--- src/rtl/uart_pkg.sv ---
// Shared UART definitions: FSM state encoding, data width and divisor/vote helpers
// used by both the receive and transmit blocks.
package uart_pkg;

  localparam int DATA_BITS = 8;

  typedef enum logic [2:0] {
    IDLE   = 3'd0,
    START  = 3'd1,
    DATA   = 3'd2,
    PARITY = 3'd3,
    STOP   = 3'd4,
    BREAK  = 3'd5
  } uart_state_e;

  function automatic int calc_tick_div(input int clock_freq, input int baud_rate,
                                       input int oversample);
    return clock_freq / (baud_rate * oversample);
  endfunction

  function automatic logic maj3(input logic a, input logic b, input logic c);
    return (a & b) | (a & c) | (b & c);
  endfunction

endpackage

--- src/rtl/uart_rx_if.sv ---
// Receive-side byte handshake and status pulses between uart_rx (master) and its consumer.
interface uart_rx_if;
  import uart_pkg::*;

  logic [DATA_BITS-1:0] rx_data;
  logic                 rx_valid;
  logic                 rx_ready;
  logic                 frame_err;
  logic                 overrun;
  logic                 parity_err;

  modport master (output rx_data, rx_valid, frame_err, overrun, parity_err,
                  input  rx_ready);
  modport slave  (input  rx_data, rx_valid, frame_err, overrun, parity_err,
                  output rx_ready);
endinterface

--- src/rtl/uart_baud_tick.sv ---
// Sample-tick divider: counts 0..DIV-1 while enabled and pulses tick on the last count.
module uart_baud_tick #(
  parameter int DIV = 10
) (
  input  logic clk,
  input  logic rst,
  input  logic clr,
  input  logic en,
  output logic tick
);
  localparam int            CW   = (DIV > 1) ? $clog2(DIV) : 1;
  localparam logic [CW-1:0] LAST = CW'(DIV - 1);

  logic [CW-1:0] cnt_r;

  // Free-running divide counter, restarted by clr at the start of each frame
  always_ff @(posedge clk or posedge rst) begin
    if (rst) begin
      cnt_r <= '0;
    end else if (clr) begin
      cnt_r <= '0;
    end else if (en) begin
      if (cnt_r == LAST) begin
        cnt_r <= '0;
      end else begin
        cnt_r <= cnt_r + 1'b1;
      end
    end
  end

  assign tick = en && (cnt_r == LAST);

endmodule

--- src/rtl/uart_rx.sv ---
// UART receiver, 8N1 LSB first, oversampled with 2-of-3 majority vote per bit.
// Define UART_RX_PARITY_EN to add a parity bit (PARITY_ODD selects odd parity).
module uart_rx
  import uart_pkg::*;
#(
  parameter int CLOCK_FREQ = 50000000,
  parameter int BAUD_RATE  = 9600,
  parameter int OVERSAMPLE = 16,
  parameter int TICK_DIV   = calc_tick_div(CLOCK_FREQ, BAUD_RATE, OVERSAMPLE)
`ifdef UART_RX_PARITY_EN
  ,
  parameter bit PARITY_ODD = 1'b0
`endif
) (
  input  logic           clk,
  input  logic           rst,
  input  logic           rx,
  uart_rx_if.master      rx_if
);
  localparam int            SW      = $clog2(OVERSAMPLE);
  localparam logic [SW-1:0] S_PRE   = SW'(OVERSAMPLE / 2 - 1);
  localparam logic [SW-1:0] S_MID   = SW'(OVERSAMPLE / 2);
  localparam logic [SW-1:0] S_DEC   = SW'(OVERSAMPLE / 2 + 1);
  localparam logic [SW-1:0] S_WRAP  = SW'(OVERSAMPLE - 1);
  localparam logic [2:0]    IDX_END = 3'(DATA_BITS - 1);

  uart_state_e          state_r, state_nxt;
  logic                 rx_meta_r, rx_s;
  logic [SW-1:0]        scnt_r;
  logic [1:0]           samp_r;
  logic [2:0]           bit_idx_r;
  logic [DATA_BITS-1:0] shift_r;
  logic [DATA_BITS-1:0] rx_data_r;
  logic                 rx_valid_r, frame_err_r, overrun_r;
  logic                 tick_s, decide_s, wrap_s, voted_s;
  logic                 clr_s, shift_en_s, idx_clr_s, idx_inc_s, load_s, ovr_s, ferr_s;
`ifdef UART_RX_PARITY_EN
  logic                 perr_s, parity_err_r;
`endif

  uart_baud_tick #(.DIV(TICK_DIV)) u_tick (
    .clk  (clk),
    .rst  (rst),
    .clr  (clr_s),
    .en   (state_r != IDLE),
    .tick (tick_s)
  );

  assign decide_s = tick_s && (scnt_r == S_DEC);
  assign wrap_s   = tick_s && (scnt_r == S_WRAP);
  assign voted_s  = maj3(samp_r[0], samp_r[1], rx_s);

  // State register
  always_ff @(posedge clk or posedge rst) begin
    if (rst) begin
      state_r <= IDLE;
    end else begin
      state_r <= state_nxt;
    end
  end

  // Next-state and datapath strobes; STOP decides at mid-bit so a new start can follow at once
  always_comb begin
    state_nxt  = state_r;
    clr_s      = 1'b0;
    shift_en_s = 1'b0;
    idx_clr_s  = 1'b0;
    idx_inc_s  = 1'b0;
    load_s     = 1'b0;
    ovr_s      = 1'b0;
    ferr_s     = 1'b0;
`ifdef UART_RX_PARITY_EN
    perr_s     = 1'b0;
`endif
    case (state_r)
      IDLE: begin
        if (!rx_s) begin
          state_nxt = START;
          clr_s     = 1'b1;
        end else begin
          state_nxt = IDLE;
        end
      end
      START: begin
        if (decide_s && voted_s) begin
          state_nxt = IDLE;
        end else if (wrap_s) begin
          state_nxt = DATA;
          idx_clr_s = 1'b1;
        end else begin
          state_nxt = START;
        end
      end
      DATA: begin
        shift_en_s = decide_s;
        if (wrap_s) begin
          if (bit_idx_r == IDX_END) begin
`ifdef UART_RX_PARITY_EN
            state_nxt = PARITY;
`else
            state_nxt = STOP;
`endif
          end else begin
            idx_inc_s = 1'b1;
          end
        end else begin
          state_nxt = DATA;
        end
      end
      PARITY: begin
`ifdef UART_RX_PARITY_EN
        if (decide_s) begin
          perr_s = (voted_s != ((^shift_r) ^ PARITY_ODD));
        end else begin
          perr_s = 1'b0;
        end
        if (wrap_s) begin
          state_nxt = STOP;
        end else begin
          state_nxt = PARITY;
        end
`else
        state_nxt = IDLE;
`endif
      end
      STOP: begin
        if (decide_s) begin
          if (voted_s) begin
            state_nxt = IDLE;
            if (rx_valid_r && !rx_if.rx_ready) begin
              ovr_s = 1'b1;
            end else begin
              load_s = 1'b1;
            end
          end else begin
            state_nxt = BREAK;
            ferr_s    = 1'b1;
          end
        end else begin
          state_nxt = STOP;
        end
      end
      BREAK: begin
        if (rx_s) begin
          state_nxt = IDLE;
        end else begin
          state_nxt = BREAK;
        end
      end
      default: begin
        state_nxt = IDLE;
      end
    endcase
  end

  // Input synchronizer, sample counter, vote samples, bit index and shift register
  always_ff @(posedge clk or posedge rst) begin
    if (rst) begin
      rx_meta_r <= 1'b1;
      rx_s      <= 1'b1;
      scnt_r    <= '0;
      samp_r    <= 2'b00;
      bit_idx_r <= 3'd0;
      shift_r   <= '0;
    end else begin
      rx_meta_r <= rx;
      rx_s      <= rx_meta_r;
      if (clr_s) begin
        scnt_r <= '0;
      end else if (tick_s) begin
        scnt_r <= (scnt_r == S_WRAP) ? '0 : scnt_r + 1'b1;
      end
      if (tick_s && (scnt_r == S_PRE)) begin
        samp_r[0] <= rx_s;
      end
      if (tick_s && (scnt_r == S_MID)) begin
        samp_r[1] <= rx_s;
      end
      if (clr_s || idx_clr_s) begin
        bit_idx_r <= 3'd0;
      end else if (idx_inc_s) begin
        bit_idx_r <= bit_idx_r + 3'd1;
      end
      if (shift_en_s) begin
        shift_r <= {voted_s, shift_r[DATA_BITS-1:1]};
      end
    end
  end

  // Holding register (a load beats a same-cycle accept) and status pulses
  always_ff @(posedge clk or posedge rst) begin
    if (rst) begin
      rx_data_r   <= '0;
      rx_valid_r  <= 1'b0;
      frame_err_r <= 1'b0;
      overrun_r   <= 1'b0;
    end else begin
      if (load_s) begin
        rx_data_r  <= shift_r;
        rx_valid_r <= 1'b1;
      end else if (rx_valid_r && rx_if.rx_ready) begin
        rx_valid_r <= 1'b0;
      end
      frame_err_r <= ferr_s;
      overrun_r   <= ovr_s;
    end
  end

`ifdef UART_RX_PARITY_EN
  // Parity mismatch pulse
  always_ff @(posedge clk or posedge rst) begin
    if (rst) begin
      parity_err_r <= 1'b0;
    end else begin
      parity_err_r <= perr_s;
    end
  end
  assign rx_if.parity_err = parity_err_r;
`else
  assign rx_if.parity_err = 1'b0;
`endif

  assign rx_if.rx_data   = rx_data_r;
  assign rx_if.rx_valid  = rx_valid_r;
  assign rx_if.frame_err = frame_err_r;
  assign rx_if.overrun   = overrun_r;

endmodule

--- src/flat_wrapper.sv ---
// flat-port wrapper written by rule: the top's interface ports become plain ports
module uart_rx_flat import uart_pkg::*;
#(
  parameter int CLOCK_FREQ = 50000000,
  parameter int BAUD_RATE  = 9600,
  parameter int OVERSAMPLE = 16,
  parameter int TICK_DIV   = calc_tick_div(CLOCK_FREQ, BAUD_RATE, OVERSAMPLE)

)
  (clk, rst, rx, rx_if_rx_data, rx_if_rx_valid, rx_if_frame_err, rx_if_overrun, rx_if_parity_err, rx_if_rx_ready);
  uart_rx_if rx_if_i ();
  input  logic clk;
  input  logic rst;
  input  logic rx;
  output wire logic [$bits(rx_if_i.rx_data)-1:0] rx_if_rx_data;
  output wire logic [$bits(rx_if_i.rx_valid)-1:0] rx_if_rx_valid;
  output wire logic [$bits(rx_if_i.frame_err)-1:0] rx_if_frame_err;
  output wire logic [$bits(rx_if_i.overrun)-1:0] rx_if_overrun;
  output wire logic [$bits(rx_if_i.parity_err)-1:0] rx_if_parity_err;
  input wire logic [$bits(rx_if_i.rx_ready)-1:0] rx_if_rx_ready;
  assign rx_if_rx_data = rx_if_i.rx_data;
  assign rx_if_rx_valid = rx_if_i.rx_valid;
  assign rx_if_frame_err = rx_if_i.frame_err;
  assign rx_if_overrun = rx_if_i.overrun;
  assign rx_if_parity_err = rx_if_i.parity_err;
  assign rx_if_i.rx_ready = rx_if_rx_ready;
  uart_rx #(.CLOCK_FREQ(CLOCK_FREQ), .BAUD_RATE(BAUD_RATE), .OVERSAMPLE(OVERSAMPLE), .TICK_DIV(TICK_DIV)) u_core (.clk(clk), .rst(rst), .rx(rx), .rx_if(rx_if_i));
endmodule
--- config.mk ---
export PLATFORM = sky130hd
export DESIGN_NAME = uart_rx_flat
export DESIGN_NICKNAME = d
export VERILOG_FILES = /design/src/rtl/uart_pkg.sv /design/src/rtl/uart_rx_if.sv /design/src/rtl/uart_baud_tick.sv /design/src/rtl/uart_rx.sv /design/src/flat_wrapper.sv
export SDC_FILE = /design/constraint.sdc
export NUM_CORES = 1
export LEC_CHECK = 0
export BUFFER_PORTS_ARGS = -buffer_cell sky130_fd_sc_hd__buf_2
export CAP_MARGIN = 20
export CELL_PAD_IN_SITES_DETAIL_PLACEMENT = 0
export CELL_PAD_IN_SITES_GLOBAL_PLACEMENT = 1
export CORE_MARGIN = 4
export CORE_UTILIZATION = 23
export DETAILED_ROUTE_END_ITERATION = 10
export GPL_TIMING_DRIVEN = 0
export PLACE_DENSITY_LB_ADDON = 0.3
export SYNTH_ARGS = -nofsm -noshare
export SYNTH_HDL_FRONTEND = slang
export SYNTH_HIERARCHICAL = 1
export SYNTH_SLANG_ARGS = --single-unit
--- constraint.sdc ---
create_clock -name clk -period 2.85 [get_ports clk]
set_clock_uncertainty 0.2 [all_clocks]
set_input_delay 0.7125 -clock clk [delete_from_list [all_inputs] [get_ports clk]]
set_output_delay 0.7125 -clock clk [all_outputs]
set_load 0.03 [all_outputs]
# == Word level (Yosys, flattened, before mapping) ==
# Cells that the tools add are included.
# totals
ff_bits,42
in_bits,4
out_inout_bits,12
elab_cells,87
# op_classes
n_addsub,3
eq_ne,11
n_mux,39
n_bitwise,5
reduce_logical,16
# ops
operator,count
2-to-1 mux 9 bit,3
2-to-1 mux 3 bit,8
2-to-1 mux 1 bit,23
one-hot mux 3 bit (5 select lines),1
"equality test 4 bit, second input constant",3
2-to-1 mux 4 bit,3
"adder 9 x 1 -> 9 bit, second input constant",1
"equality test 3 bit, second input constant",3
"equality test 9 bit, second input constant",1
logical AND 1 bit,8
nonzero test 2 bit,4
"adder 4 x 1 -> 4 bit, second input constant",1
"equality test 4 x 3 -> 1 bit, second input constant",1
"adder 3 x 1 -> 3 bit, second input constant",1
bitwise AND 1 bit,3
"equality test 3 x 1 -> 1 bit, second input constant",1
"equality test 3 x 2 -> 1 bit, second input constant",1
zero test 3 bit,1
"!= test 3 bit, second input constant",1
nonzero test 3 bit,1
2-to-1 mux 2 bit,1
OR 1 bit,2
zero test 1 bit,1
logical OR 1 bit,1

# == Longest topological paths before layout ==
# Gate-level depths: netlist of run 1.
# depth
depth_word,8
ltp_mapped,11

# == Modules after synthesis ==
# Netlist of run 1, hierarchy kept.
# by_module_without_submodules
module,n_inst,cells_each,area_per_inst_um2
uart_rx,1,125,1536.5
uart_baud_tick,1,52,503.0

# == Worst setup path after synthesis of run 1 ==
# No wires, ideal clock.
# synth_timing
kind,flip-flop to flip-flop
start,register u_core.state_r[0]
end,register u_core.shift_r[0]
setup_ns,0.125
t_arrival_ns,2.223
setup_slack_ns,0.303
path_stages_with_launch,12
synth_period_minus_slack_ns,2.547
path_cell_list,dfrtp_1 -> buf_2 -> or3_1 -> buf_2 -> inv_1 -> nor3_1 -> buf_2 -> and4b_1 -> buf_2 -> and2_1 -> buf_4 -> mux2_2
# synth_between
elab_chain_cells,4
word_cells_on_any_way,5
cone_classes,eq/ne (1); mux (1); reduce/logical (3)
# synth_rtl
element,line_no,text
start: declaration,uart_rx.sv:27,"uart_state_e state_r, state_nxt;"
start signal: assignment,uart_rx.sv:58,state_r <= state_nxt;
nonzero test 3 bit,uart_rx.sv:45,".en (state_r != IDLE),"
logical AND 1 bit,uart_baud_tick.sv:31,assign tick = en && (cnt_r == LAST);
via u_core.tick_s,uart_rx.sv:35,"logic tick_s, decide_s, wrap_s, voted_s;"
logical AND 1 bit,uart_rx.sv:49,assign decide_s = tick_s && (scnt_r == S_DEC);
2-to-1 mux 1 bit,uart_rx.sv:75,case (state_r)
end signal: assignment,uart_rx.sv:185,"shift_r <= {voted_s, shift_r[DATA_BITS-1:1]};"
end: declaration,uart_rx.sv:32,logic [DATA_BITS-1:0] shift_r;
# The timed path passes the listed nets, and every way through them passes these cells.
# A chain may end at the register's enable or synchronous reset.

# == Final worst setup path of run 1 ==
# layout_timing
start,register u_core.state_r[2]
end,register u_core.shift_r[0]
# The elaborated chain is that of the path after synthesis.

==> key figures, run 1 <==
Pwr
  • Design Power: 1.02 mW
  • Leak: 1.09 nW
  • Power per cell area: 421 nW/µm²
  • Peak supply drop: 195 µV

CTS
  • H-tree lvl count: 2
  • Hold_buf cts: 0
  • Clock Path Buffers: 2
  • CTS tree: yes
  • Reg clk slew, reported paths: 0.09 ns
  • Worst skew pair latency: 0.29 ns
  • Clock Sink Count: 42
  • CTS buffer count: 5
  • Clock root cell: clkbuf_8

Route
  • Avg WL per Cell: 12.7 µm
  • Routed WL: 3.94 mm
  • DRC viols: 0
  • TritonRoute pass-1 iters: 6
  • DR vias: 1414
  • Initial drt markers: 51
  • DRT antenna net count: 0
  • Vias per cell: 4.56

Placement
  • Gp weighted congestion: 0.712
  • Dpl hpwl: 2.73 mm
  • Cell Area, Placed: 2290 µm²
  • Buffers on Ports: 14

Worst setup path
  • WP data required: 2.83 ns
  • RR Endpoint: u_core/shift_r[0]
  • CP startpoint kind: register
  • Reg2Reg Depth: 11
  • Critical path class: register to register
  • R2R Setup Slk: 0.11 ns
  • Crit path DAT: 2.72 ns
  • Crit end category: register
  • Crit-path max FO: 10
  • Worst r2r src: u_core/state_r[2]

Yosys
  • Number of synthesized flops with an enable pin: 0
  • Mean Syn Cell Area: 11.5 µm²
  • Post-synthesis cell area: 2040 µm²
  • Cells after Synth: 177
  • Synth cell types: 44
  • Yosys reg bits: 42
  • Seq/Total Area, Yosys: 0.517
  • Primary FF master, synth: dfrtp_1
  • Yosys warning count: 6
  • Async set-reset flop share out of synthesis: 1.00
  • Syn Nets: 188

Cells and area
  • Register area: 1050 µm²
  • # nets final: 212
  • Multi-input logic area: 931 µm²
  • P&R area growth vs syn: 19.1%
  • Final Util: 0.280
  • Antenna diodes: 0
  • Fin area: 2430 µm²
  • Share of cells above drive strength 1: 0.302
  • Layout filler cell count: 927

Timing
  • Pins Over Slew Limit: 0
  • Final Cycle Share: 0.961
  • Endpoints failing hold: 0
  • Fin Hold WS: 0.160 ns
  • Max-slew headroom: 0.445
  • Worst-Margin Slew: 0.831 ns
  • RSZ-0062 raised after global routing: no
  • Setup TNS: 0 ns
  • Period minus WS final: 2.74 ns
  • Max frequency: 365 MHz
  • Final Setup Violations: 0

Global route
  • All-Layer GR Usage: 0.0815
  • Number of global-route vias before repair: 1441
  • Grt total ovfl: 0
  • Global-route wire length before repair: 6.90 mm
  • Largest net degree at the start of global routing: 19
  • Initial antenna violation count: 0

Floorplanning
  • Chip width: 102 µm
  • Die area: 10400 µm²
  • I/O Pins: 16
  • Starting density of the core: 0.235
  • Core area: 8680 µm²
  • Die Y-Extent: 102 µm
  • Row cnt: 34

Min path
  • Path type of the worst min-delay path: register to register
  • Hold endpoint: u_core/rx_s
  • WHS Path Cells: 0
  • Hold wc startpoint: u_core/rx_meta_r

Job
  • Max_cap viols: 0

Run status
  • Status: completed
metal layers:
metal  vias up  GRT usage  wire, µm
met2        30      0.132      1850
met5         -          0         0
li1        691          -         -
met1       691      0.110      1910
met3         2     0.0225       159
met4         0     0.0151        13
power breakdown:
part	internal [mW]	leakage (nW)	switching (mW)
clock	0.177	0.0447	0.224
sequential	0.598	0.565	0.00212
combinational	0.00679	0.483	0.0150
total	0.782	1.09	0.241
cells in the mapped netlist, types with 2 or more instances:
cell type	number	area share
o2111ai_1	3	0.013
nand4bb_1	2	0.011
buf_4	4	0.015
nand4_1	3	0.0092
nand2_1	6	0.011
nand2b_1	2	0.0061
dfrtp_1	40	0.49
a21oi_1	11	0.027
nor3_1	3	0.0074
nand4b_1	4	0.017
buf_2	5	0.012
or3_1	6	0.018
xor2_1	5	0.021
mux2_2	18	0.099
inv_1	9	0.017
dfstp_2	2	0.026
and2_1	2	0.0061
nand3_1	4	0.0098
nor2_1	8	0.015
o211ai_1	2	0.0074
ha_1	7	0.043
o21ai_0	9	0.022
registers in the layout (all words and copies together), names as in the netlist:
name and cells:
u_core/rx_if.frame_err 1, u_core/scnt_r 4, u_core/shift_r 8, u_core/rx_if.overrun 1, u_core/u_tick/cnt_r 9, u_core/rx_if.rx_valid 1
u_core/rx_s 1, u_core/state_r 3, u_core/bit_idx_r 3, u_core/samp_r 2, u_core/rx_if.rx_data 8, u_core/rx_meta_r 1
how the worst max path moves through the flow:
stage / from / to / slack (ns) / cells after the start
finish: u_core/state_r[2] / u_core/shift_r[0] / 0.11 / 11
global route: u_core/state_r[2] / u_core/shift_r[2] / 0.01 / 11
CTS: u_core/state_r[2] / u_core/shift_r[5] / 0.02 / 11
detailed placement: u_core/state_r[0] / u_core/bit_idx_r[0] / -0.17 / 9
global placement: u_core/state_r[0] / u_core/u_tick/cnt_r[7] / -0.58 / 5
floorplan: u_core/state_r[0] / u_core/shift_r[0] / 0.30 / 11
through the flow:
step / cells / setup slack (ns)
2_1_floorplan: 177 / 0.303
3_3_place_gp: 299 / -0.580
3_5_place_dp: 301 / -0.170
4_1_cts: 310 / 0.0245
5_1_grt: 310 / 0.00960
6_report: 310 / 0.111
placed cells by master, fill, tap and decap left out, types with 4 or more instances in the layout:
cell type  Yosys  routed
nand4b_1       4       4
nor2_1         8       8
dfrtp_1       40      40
mux2_2        18      18
nand3_1        4       4
nand2_1        6       6
ha_1           7       7
buf_2          5      15
xor2_1         5       5
o21ai_0        9       9
buf_4          4      10
clkbuf_8       0       5
a21oi_1       11      11
inv_1          9       9
or3_1          6       5
final cells by class:
type | count | share of cell area
Multi-Input combinational cell | 116 | 0.383
Clock inverter | 3 | 0.0103
Tap cell | 108 | 0.0556
Clock buffer | 5 | 0.0283
Inverter | 9 | 0.0139
Buffer | 10 | 0.0283
Timing Repair Buffer | 17 | 0.0464
Sequential cell | 42 | 0.434
kinds of logic after synthesis:
| family | Yosys count | share of synthesized area |
|---|---|---|
| AND/OR/NAND/NOR | 49 | 0.154 |
| flip-flops | 42 | 0.517 |
| AO/OA/AOI/OAI | 33 | 0.104 |
| multiplexers | 19 | 0.104 |
| buffers and inverters | 19 | 0.0454 |
| adder cells (fa/ha/maj) | 8 | 0.0479 |
| XOR/XNOR | 6 | 0.0258 |
| other | 1 | 0.00184 |
critical path, stage by stage (launching register included):
cell,delay [ns]
dfrtp_1,0.39
buf_4,0.18
or3_4,0.40
buf_4,0.18
inv_1,0.10
nor3_1,0.07
buf_4,0.17
and4b_1,0.18
buf_2,0.16
and2_1,0.16
buf_4,0.16
mux2_2,0.27
timing repair:
| action | in CTS | in global routing |
|---|---|---|
| gates cloned | 0 | 0 |
| resized for setup | 4 | 6 |
| endpoints found under the setup margin | 19 | 19 |
| setup buffers | 1 | 0 |
Note: power is estimated with default switching activity, not from simulation.
==> inputs of run 2 (changes only) <==
--- a/config.mk
+++ b/config.mk
@@ -5,6 +5,7 @@
 export SDC_FILE = /design/constraint.sdc
 export NUM_CORES = 1
 export LEC_CHECK = 0
+export ABC_AREA = 1
 export BUFFER_PORTS_ARGS = -buffer_cell sky130_fd_sc_hd__buf_2
 export CAP_MARGIN = 20
 export CELL_PAD_IN_SITES_DETAIL_PLACEMENT = 0
==> run 2 against run 1 <==
  * Die area is 8.5% higher
  * Critical path type unchanged
  * First-iteration DRC count grew 18%
  * Highest routed layer unchanged
  * Core utilization is 0.12 points lower
  * Clock power is 20% higher
  * Synthesized cell count up 46%
==> key figures, run 2 <==
Cells and area
  • Number of flip-flops in the largest register: 9
  • Commonest cells after routing, fill and taps aside: nand2_1, dfrtp_1, inv_1
  • Multi-input logic area: 986 µm²
  • Most flops, register: u_core/u_tick/cnt_r
  • Most common cell after layout, fill and taps aside: nand2_1
  • # nets final: 292
  • Register area: 1050 µm²
  • Layout filler cell count: 996
  • P&R area growth vs syn: 16.7%
  • Fin area: 2600 µm²
  • Share of cells above drive strength 1: 0.199
  • Antenna diodes: 0

Timing
  • Period minus WS final: 2.15 ns
  • Final Setup Violations: 0
  • Max frequency: 465 MHz
  • Pins Over Slew Limit: 0
  • Endpoints failing hold: 0
  • Max-slew headroom: 0.506
  • RSZ-0062 raised after global routing: no
  • Final Cycle Share: 0.754
  • Setup TNS: 0 ns
  • Setup ws final: 0.700 ns
  • Worst-Margin Slew: 0.740 ns

CTS
  • Hold_buf cts: 0
  • CTS tree: yes
  • Post-cts repair resize count: 0
  • Reg clk slew, reported paths: 0.08 ns
  • Clock root cell: clkbuf_8
  • Worst skew pair latency: 0.29 ns
  • CTS buffer count: 5
  • Clock Sink Count: 42
  • H-tree lvl count: 2
  • Clock Path Buffers: 2
  • Postcts setup bufs: 0

Global route
  • Grt total ovfl: 0
  • Number of global-route vias before repair: 1521
  • Largest net degree at the start of global routing: 19
  • Initial antenna violation count: 0
  • All-Layer GR Usage: 0.0822
  • Global-route wire length before repair: 7.49 mm

Pwr
  • Power per cell area: 424 nW/µm²
  • Peak supply drop: 179 µV
  • Leak: 1.29 nW

Worst setup path
  • Slowest cell on crit path: dfrtp_1
  • Delay of the slowest critical-path stage: 0.42 ns
  • WP data required: 2.83 ns
  • Worst path cell trace: inv_1 -> ha_1 -> nand2_1 -> nor2_1 -> nand3_1 -> inv_1 -> buf_4 -> nand4_4 -> nor2_4 -> inv_2 -> nand2_1 -> o21ai_1
  • RR Endpoint: u_core/shift_r[2]
  • R2R Setup Slk: 0.70 ns
  • Crit path DAT: 2.13 ns
  • Worst r2r src: u_core/u_tick/cnt_r[0]
  • Reg2Reg Depth: 12
  • Critical path class: register to register
  • Crit path from: u_core/u_tick/cnt_r[0]
  • Worst Setup EP: u_core/shift_r[2]
  • Crit-path max FO: 10
  • Crit end category: register
  • CP startpoint kind: register

Min path
  • Path type of the worst min-delay path: register to register

Route
  • Routed WL: 4.26 mm
  • TritonRoute pass-1 iters: 4
  • DR vias: 1586
  • Initial drt markers: 60
  • DRT antenna net count: 0
  • Avg WL per Cell: 10.4 µm
  • DRC viols: 0
  • Vias per cell: 3.87

Yosys
  • Cells after Synth: 259
  • Async set-reset flop share out of synthesis: 1.00
  • Most common library cells after synthesis: nand2_1, dfrtp_1, inv_1, nand3_1, nor2_1
  • Seq/Total Area, Yosys: 0.473
  • Synth cell types: 31
  • Number of synthesized flops with an enable pin: 0
  • Top cell type by total area after synthesis: dfrtp_1
  • Synth top area share: 0.449
  • Syn Nets: 270
  • Post-synthesis cell area: 2230 µm²
  • Primary FF master, synth: dfrtp_1
  • Ranking of synthesized cells by area: dfrtp_1, nand2_1, inv_1
  • Yosys warning count: 6
  • Yosys reg bits: 42
  • Most frequent cell after synthesis: nand2_1
  • Mean Syn Cell Area: 8.60 µm²

Placement
  • Cell Area, Placed: 2490 µm²
  • Pre-CTS setup slack: 0.704 ns
  • Dpl hpwl: 3.24 mm
  • Gp weighted congestion: 0.721
  • Buffers on Ports: 14

Floorplanning
  • Die Y-Extent: 106 µm
  • Chip width: 106 µm
  • Die area: 11300 µm²
  • Core area: 9330 µm²
  • Starting density of the core: 0.239
  • Row cnt: 35
  • I/O Pins: 16

Job
  • Max_cap viols: 0

Run status
  • Status: completed
[run 2: worst min-delay path by stage]
stage | start | to | cells after the start
after floorplan | u_core/rx_meta_r | u_core/rx_s | 0
after global placement | u_core/rx_meta_r | u_core/rx_s | 0
after detailed placement | u_core/rx_meta_r | u_core/rx_s | 0
after CTS | u_core/rx_meta_r | u_core/rx_s | 0
after global routing | u_core/rx_meta_r | u_core/rx_s | 0
final | u_core/rx_meta_r | u_core/rx_s | 0
[run 2: final cells by class]
| type | count | area share |
|---|---|---|
| repair buffers | 15 | 0.0376 |
| inverters | 41 | 0.0592 |
| clock inverters | 1 | 0.0116 |
| plain buffers | 4 | 0.0130 |
| multi-input cells | 172 | 0.379 |
| flip-flops and latches | 42 | 0.405 |
| well taps | 129 | 0.0621 |
| clock buffers | 6 | 0.0318 |
[run 2: per-layer routing]
metal | global-route usage | wire, µm
met5 | 0 | 0
met4 | 0.0305 | 82
met3 | 0.0188 | 125
met2 | 0.117 | 1770
met1 | 0.120 | 2280
[run 2: kinds of logic after synthesis]
logic type | after synthesis | share of synthesized area
compound gates | 21 | 0.0506
xor+xnor | 3 | 0.0118
fa+ha+maj | 7 | 0.0393
buf+inv | 45 | 0.0843
flops | 42 | 0.473
other cells | 1 | 0.00168
simple gates | 140 | 0.339
[run 2: critical path, delay by kind of cell, from the launching register on]
family | cells | cell delay [ns]
simple gates | 6 | 0.74
buf+inv | 4 | 0.48
flops | 1 | 0.42
fa+ha+maj | 1 | 0.14
compound gates | 1 | 0.06
[run 2: through the flow]
step                hold slack (ns)  cells  total power [mW]  utilization
floorplan                     0.145    259             0.623            -
global route                  0.170    410              1.16        0.279
global placement              0.149    402             0.630        0.264
detailed placement            0.147    403             0.635        0.267
CTS                           0.162    410              1.13        0.279
finish                        0.160    410              1.10        0.279
[run 2: report_power, final]
group	internal, mW	switching (mW)
Combinational	0.00673	0.0158
Sequential	0.598	0.000910
Clock	0.280	0.201
Total	0.885	0.217
